===== src/rtl/display_pkg.sv =====
// display_pkg: shared state encoding and BCD constants for the display converters
package display_pkg;
  localparam int BCD_NIBBLE = 4;
  typedef enum logic {IDLE, SHIFT} state_t;
  function automatic longint unsigned max_bcd(input int digits);
    longint unsigned m = 1;
    for (int i = 0; i < digits; i++) m = m * 10;
    return m - 1;
  endfunction
endpackage


===== src/rtl/bcd_add3_cell.sv =====
// bcd_add3_cell: per-digit double-dabble correction, add 3 when the digit is 5 or more
module bcd_add3_cell (
  input  logic [3:0] a,
  output logic [3:0] y
);
  // a digit is at most 9 here, so the 4-bit sum never wraps
  always_comb y = (a >= 4'd5) ? a + 4'd3 : a;
endmodule


===== src/rtl/bin_to_bcd_seq.sv =====
// bin_to_bcd_seq: sequential shift-add-3 binary to packed BCD converter with held result
module bin_to_bcd_seq
  import display_pkg::*;
#(
  parameter int WIDTH  = 20,
  parameter int DIGITS = 6
) (
  input  logic                         clk,
  input  logic                         rst,
  input  logic                         start,
  input  logic [WIDTH-1:0]             bin_in,
  output logic                         ready,
  output logic                         done,
  output logic [BCD_NIBBLE*DIGITS-1:0] bcd_out,
  output logic                         overflow
);
  localparam int bcd_w = BCD_NIBBLE * DIGITS;
  localparam int cmp_w = (WIDTH > bcd_w) ? WIDTH : bcd_w;
  localparam int cnt_w = $clog2(WIDTH + 1);
  localparam logic [cmp_w-1:0] max_val = cmp_w'(max_bcd(DIGITS));
  localparam logic [cnt_w-1:0] last = cnt_w'(WIDTH - 1);
  state_t             state;
  logic [WIDTH-1:0]   bin;
  logic [bcd_w-1:0]   scratch;
  logic [bcd_w-1:0]   corr;
  logic [bcd_w-1:0]   scratch_n;
  logic [cnt_w-1:0]   cnt;
  logic               ovf_flag;
  for (genvar i = 0; i < DIGITS; i++) begin : g_cell
    bcd_add3_cell u_cell (
      .a(scratch[i*BCD_NIBBLE +: BCD_NIBBLE]),
      .y(corr[i*BCD_NIBBLE +: BCD_NIBBLE])
    );
  end
  // corrected scratch shifted left with the next binary bit; carry out of the top digit is dropped
  always_comb scratch_n = bcd_w'({corr, bin[WIDTH-1]});
  // conversion FSM: capture on start, WIDTH shift steps, publish result with a one-cycle done
  always_ff @(posedge clk) begin
    if (rst) begin
      state    <= IDLE;
      ready    <= 1'b1;
      done     <= 1'b0;
      bcd_out  <= '0;
      overflow <= 1'b0;
      bin      <= '0;
      scratch  <= '0;
      cnt      <= '0;
      ovf_flag <= 1'b0;
    end else begin
      done <= 1'b0;
      if (state == IDLE) begin
        if (start) begin
          bin      <= bin_in;
          scratch  <= '0;
          cnt      <= '0;
          ovf_flag <= cmp_w'(bin_in) > max_val;
          ready    <= 1'b0;
          state    <= SHIFT;
        end
      end else begin
        bin     <= bin << 1;
        scratch <= scratch_n;
        cnt     <= cnt + 1'b1;
        if (cnt == last) begin
          bcd_out  <= ovf_flag ? {DIGITS{4'h9}} : scratch_n;
          overflow <= ovf_flag;
          done     <= 1'b1;
          ready    <= 1'b1;
          state    <= IDLE;
        end
      end
    end
  end
endmodule


===== config.mk =====
export PLATFORM = sky130hd
export DESIGN_NAME = bin_to_bcd_seq
export DESIGN_NICKNAME = d
export VERILOG_FILES = /design/src/rtl/display_pkg.sv /design/src/rtl/bcd_add3_cell.sv /design/src/rtl/bin_to_bcd_seq.sv
export SDC_FILE = /design/constraint.sdc
export NUM_CORES = 1
export LEC_CHECK = 0
export BUFFER_PORTS_ARGS = -buffer_cell sky130_fd_sc_hd__buf_2
export CORE_MARGIN = 3
export CORE_UTILIZATION = 57
export CTS_CLUSTER_DIAMETER = 40
export DETAILED_ROUTE_END_ITERATION = 12
export PLACE_DENSITY = 0.79
export SETUP_SLACK_MARGIN = 0.5
export SLEW_MARGIN = 20
export SYNTH_ARGS = -nofsm -noshare
export SYNTH_HDL_FRONTEND = slang
export SYNTH_SLANG_ARGS = --single-unit

===== constraint.sdc =====
create_clock -name clk -period 1.7 [get_ports clk]
set_input_delay 0 -clock clk [delete_from_list [all_inputs] [get_ports clk]]
set_output_delay 0 -clock clk [all_outputs]
set_load 0.01 [all_outputs]

; ---- Word-level counts from Yosys, hierarchy flattened
; Index checks and enable logic that the tools add are counted.
; W data, S select, Z words.
[classes]
add_sub_neg = 7
order_cmp = 7
n_reduce_logical = 6
bitwise_logic = 1
n_eq_ne = 2
n_mux = 20
[op_table]
columns = op, count
row1 = $mux W24, 3
row2 = $mux W20, 2
row3 = $ge A4 B3 Y1 const B, 6
row4 = $add A4 B2 Y4 const B, 5
row5 = $gt A20 B20 Y1 const B, 1
row6 = $mux W4, 5
row7 = $mux W5, 2
row8 = $mux W1, 7
row9 = $reduce_and A2 Y1, 3
row10 = $add A5 B1 Y5 const B, 1
row11 = $eq A5 B5 Y1 const B, 1
row12 = $reduce_or A2 Y1, 2
row13 = $add A3 B2 Y3 const B, 1
row14 = $mux W3, 1
row15 = $ne A2 B1 Y1 const B, 1
row16 = $reduce_bool A2 Y1, 1
row17 = $not A1 Y1, 1
[totals]
regBits = 78
in_bits = 23
elab_cells = 53
output_inout_bits = 27

; ---- Depth between registers and ports, before layout
[depth]
depth_word = 3
mapped_depth = 6

; ---- By module
; A second synthesis with hierarchy kept.
[hier_totals]
hier_cells = 391
hier_area_um2 = 3697.3
[by_module_without_submodules]
columns = mod, n_inst, area_per_inst_um2, cells_per_inst
row1 = bin_to_bcd_seq, 1, 3089.2, 295
row2 = bcd_add3_cell, 6, 101.3, 16

; ---- Least setup slack after synthesis
; No wires, ideal clock.
[synth_timing]
kind = reg-to-reg
from = reg scratch[13]
to = reg scratch[14]
n_path_buf = 0
stages_incl_launch_ff = 7
period_less_slack_ps = 1460
setup_slack_ps = 240
arrival_ps = 1386
path_cell_list = dfxtp_1 inv_1 ha_1 nand2b_1 a21oi_1 mux2_2 o21ai_0
[synth_via]
elab_chain_len = 3
word_cells_on_any_way = 4
cone_classes = add/sub: 1 / order compare: 1 / mux: 2
[synth_lines]
columns = element, line
row1 = "start, declared", bin_to_bcd_seq.sv:24  ; logic [bcd_w-1:0] scratch;
row2 = "start signal, assigned", bin_to_bcd_seq.sv:62  ; scratch <= scratch_n;
row3 = $add A4 B2 Y4 or $ge A4 B3 Y1 (tied branches), bcd_add3_cell.sv:7  ; always_comb y = (a >= 4'd5) ? a + 4'd3 : a;
row4 = $mux W4 *, bcd_add3_cell.sv:7
row5 = $mux W24 *, bin_to_bcd_seq.sv:51  ; if (state == IDLE) begin
; Mark *: on every way between the ends. The rest lies on a longest branch, timed or not.
; A chain may end at the register's enable or synchronous reset.

; ---- Worst setup path after layout
; Same ends and word-level chain as after synthesis.

==> summary.md <==
| Metric | Value |
|---|---|
| Clk_skew | `0.00537 ns` |
| TritonRoute pass-1 iters | `5` |
| Die width | `84.4 microns` |
| Final #Nets | `529` |
| Sequential Power Share | `0.546` |
| Post-synthesis cell type count | `36` |
| Largest net degree at the start of global routing | `29` |
| Root buffer cell | `clkbuf_8` |
| Sw Pwr | `872 uW` |
| Max cap viols | `0` |
| Max-slew violations | `0` |
| Core Area | `5740 sq um` |
| I/O pin count | `50` |
| First-pass GRT wire length | `15.7 mm` |
| Drt drc | `0` |
| Ys Warns | `0` |
| Asr flop ratio synth | `0` |
| Clk pwr share | `0.363` |
| Arrival @ worst endpoint | `1.70 ns` |
| Worst-margin pin slew | `0.493 ns` |
| Via-to-Cell Ratio | `6.40` |
| CTS tree | `yes` |
| Syn_nets | `442` |
| Hold Crit Class | `in2reg` |
| Cell area power density | `669 nW/um^2` |
| Syn Std Cell Area | `3510 sq um` |
| Die area | `7130 sq um` |
| Synth Flop Type | `dfxtp_1` |
| CP required | `1.99 ns` |
| RSZ-0062 raised after global routing | `yes` |
| Leak Pwr | `2.09 nW` |
| Critical path launch point type | `register` |
| Final period util | `0.833` |
| Syn Area/Cell | `8.64 sq um` |
| Synth top area cells | `dfxtp_1 (45%), nor2_1 (7.1%), mux2i_1 (6.0%)` |
| Initial Utilization | `0.611` |
| Sw Share | `0.253` |
| GRT overflow | `0` |
| Die Y | `84.4 microns` |
| Area growth syn-to-layout | `46.9%` |
| FMAX | `0.707 GHz` |
| Slew headroom | `0.672` |
| Total Neg Setup Slack | `0 ns` |
| Yosys top cell by area | `dfxtp_1` |
| Critical Path Fanout Max | `3` |
| Sequential share of the synthesized area | `0.445` |
| Final Hold Viols | `0` |
| Initial antenna violation count | `0` |
| P_int | `2.58 mW` |
| Worst skew pair latency | `0.36 ns` |
| Crit end category | `register` |
| Synthesized instance count | `406` |
| GRT Util Overall | `0.277` |
| RePlAce Congestion | `0.838` |
| Yosys top cell area share | `0.445` |
| Peak supply drop | `0.726 mV` |
| DR vias | `3640` |
| Layout cells sized above 1 | `0.495` |
| Post-route minimum period | `1.42 ns` |
| Sink Count | `78` |
| Combinational group share of total power | `0.091` |
| Post-synth EDFFs | `0` |
| # setup viols final | `0` |
| H-tree levels | `3` |
| Vias in the first global route | `3237` |
| Critical setup path kind | `reg2reg` |
| Post-route ant nets | `0` |
| Yosys reg bits | `78` |
| Status | `completed` |
| Diodes inserted | `0` |
| DR WL/cell | `21.9 microns` |
| DRT Wirelength | `12.4 mm` |
| Clk buf depth | `2` |
| Total power draw | `3.45 mW` |
| I/O Buffers | `49` |
| Rows | `27` |
| Initial drt markers | `417` |
| Worst-path clk slew | `0.07 ns` |
| DP Wirelength | `5.96 mm` |
| Total CTS buffers | `9` |
## cell usage after synthesis (all sizes together) (11+ instances only)
cell	n
dfxtp	78
nor2	67
o21ai	35
a21oi	34
nand3	26
mux2i	21
nor3	17
clkbuf	14
inv	14
ha	13
nand2b	13
buf	12
nand2	11
## cells in the final DEF, fill, tap and decap left out, drive strengths merged, types with 8 or more instances in the layout
master / count
ha: 13
inv: 14
o21ai: 35
mux2i: 21
a22oi: 8
nand3: 26
clkbuf: 16
nor3: 17
nand2: 11
dfxtp: 78
nand2b: 13
buf: 98
nor2: 67
a21oi: 34
## critical path: stages (launching register included)
cell and delay (ns):
dfxtp_2 0.37, inv_4 0.06, ha_4 0.16, nand2b_4 0.16, a21oi_4 0.16, mux2_4 0.32, o21ai_1 0.12
## sequential cells by signal, summed over array words and instances (netlist names)
register / flops
ready: 1
done: 1
ovf_flag: 1
overflow: 1
cnt: 5
bin: 20
state: 1
bcd_out: 24
scratch: 24
## worst paths after layout
| check | from | endpoint | slack, ns | depth (start not counted) |
|---|---|---|---|---|
| min | bin_in[5] | bin[5] | 0.004 | 5 |
| max reg2reg | scratch[13] | scratch[14] | 0.28 | 6 |
| max | scratch[13] | scratch[14] | 0.28 | 6 |
| min reg2reg | bcd_out[18] | bcd_out[18] | 0.47 | 2 |
## routing by layer
| metal | global-route usage | vias to the layer above | share of wire |
|---|---|---|---|
| met3 | 0.0775 | 68 | 0.085 |
| met5 | 0 | - | 0 |
| li1 | - | 1595 | - |
| met4 | 0.105 | 0 | 0.048 |
| met2 | 0.470 | 245 | 0.50 |
| met1 | 0.334 | 1732 | 0.36 |
## power by group through the flow
| stage | clock [mW] | sequential [mW] | combinational, mW |
|---|---|---|---|
| 6_report | 1.25 | 1.88 | 0.312 |
| 3_3_place_gp | 0 | 1.93 | 0.246 |
| 5_1_grt | 1.32 | 1.89 | 0.335 |
| 3_5_place_dp | 0 | 1.93 | 0.253 |
| 4_1_cts | 1.24 | 1.88 | 0.276 |
| 2_1_floorplan | 0 | 1.92 | 0.172 |
## per-stage QoR
stage / instance area [sq um] / std cells / hold slack, ns / worst slack (ns) / util
2_1_floorplan: 3780 / 406 / 0.147 / 0.393 / -
3_3_place_gp: 4120 / 516 / 0.255 / 0.322 / 0.718
3_5_place_dp: 4120 / 516 / 0.264 / 0.292 / 0.718
4_1_cts: 4730 / 553 / 0.00491 / 0.332 / 0.823
5_1_grt: 5150 / 569 / 0.0190 / 0.244 / 0.897
6_report: 5150 / 569 / 0.00429 / 0.285 / 0.897
## final cells by class
cell class	instances	area (sq um)
clock buffer	14	163
clock inverter	1	5.00
fill	228	589
inverter	15	78.8
multi-input combinational	288	2470
sequential	78	1600
tap	72	90.1
timing repair buffer	101	739
## logic make-up after synthesis
| logic type | synth area share |
|---|---|
| AOI/OAI and AO/OA | 0.162 |
| xor gates and xnor gates | 0.0200 |
| adders and majority gates | 0.0464 |
| buffers and inverters | 0.0489 |
| DFF | 0.445 |
| muxes | 0.0792 |
| and+or+nand+nor | 0.199 |
## timing repair
item,CTS,global route
cloned,1,2
gates resized for setup,78,58
hold buffers,1,0
endpoints found under the hold margin,1,0
pin swaps,25,27
setup endpoints to repair,52,48
buffers inserted,20,14
Note: power is estimated with default switching activity, not from simulation.
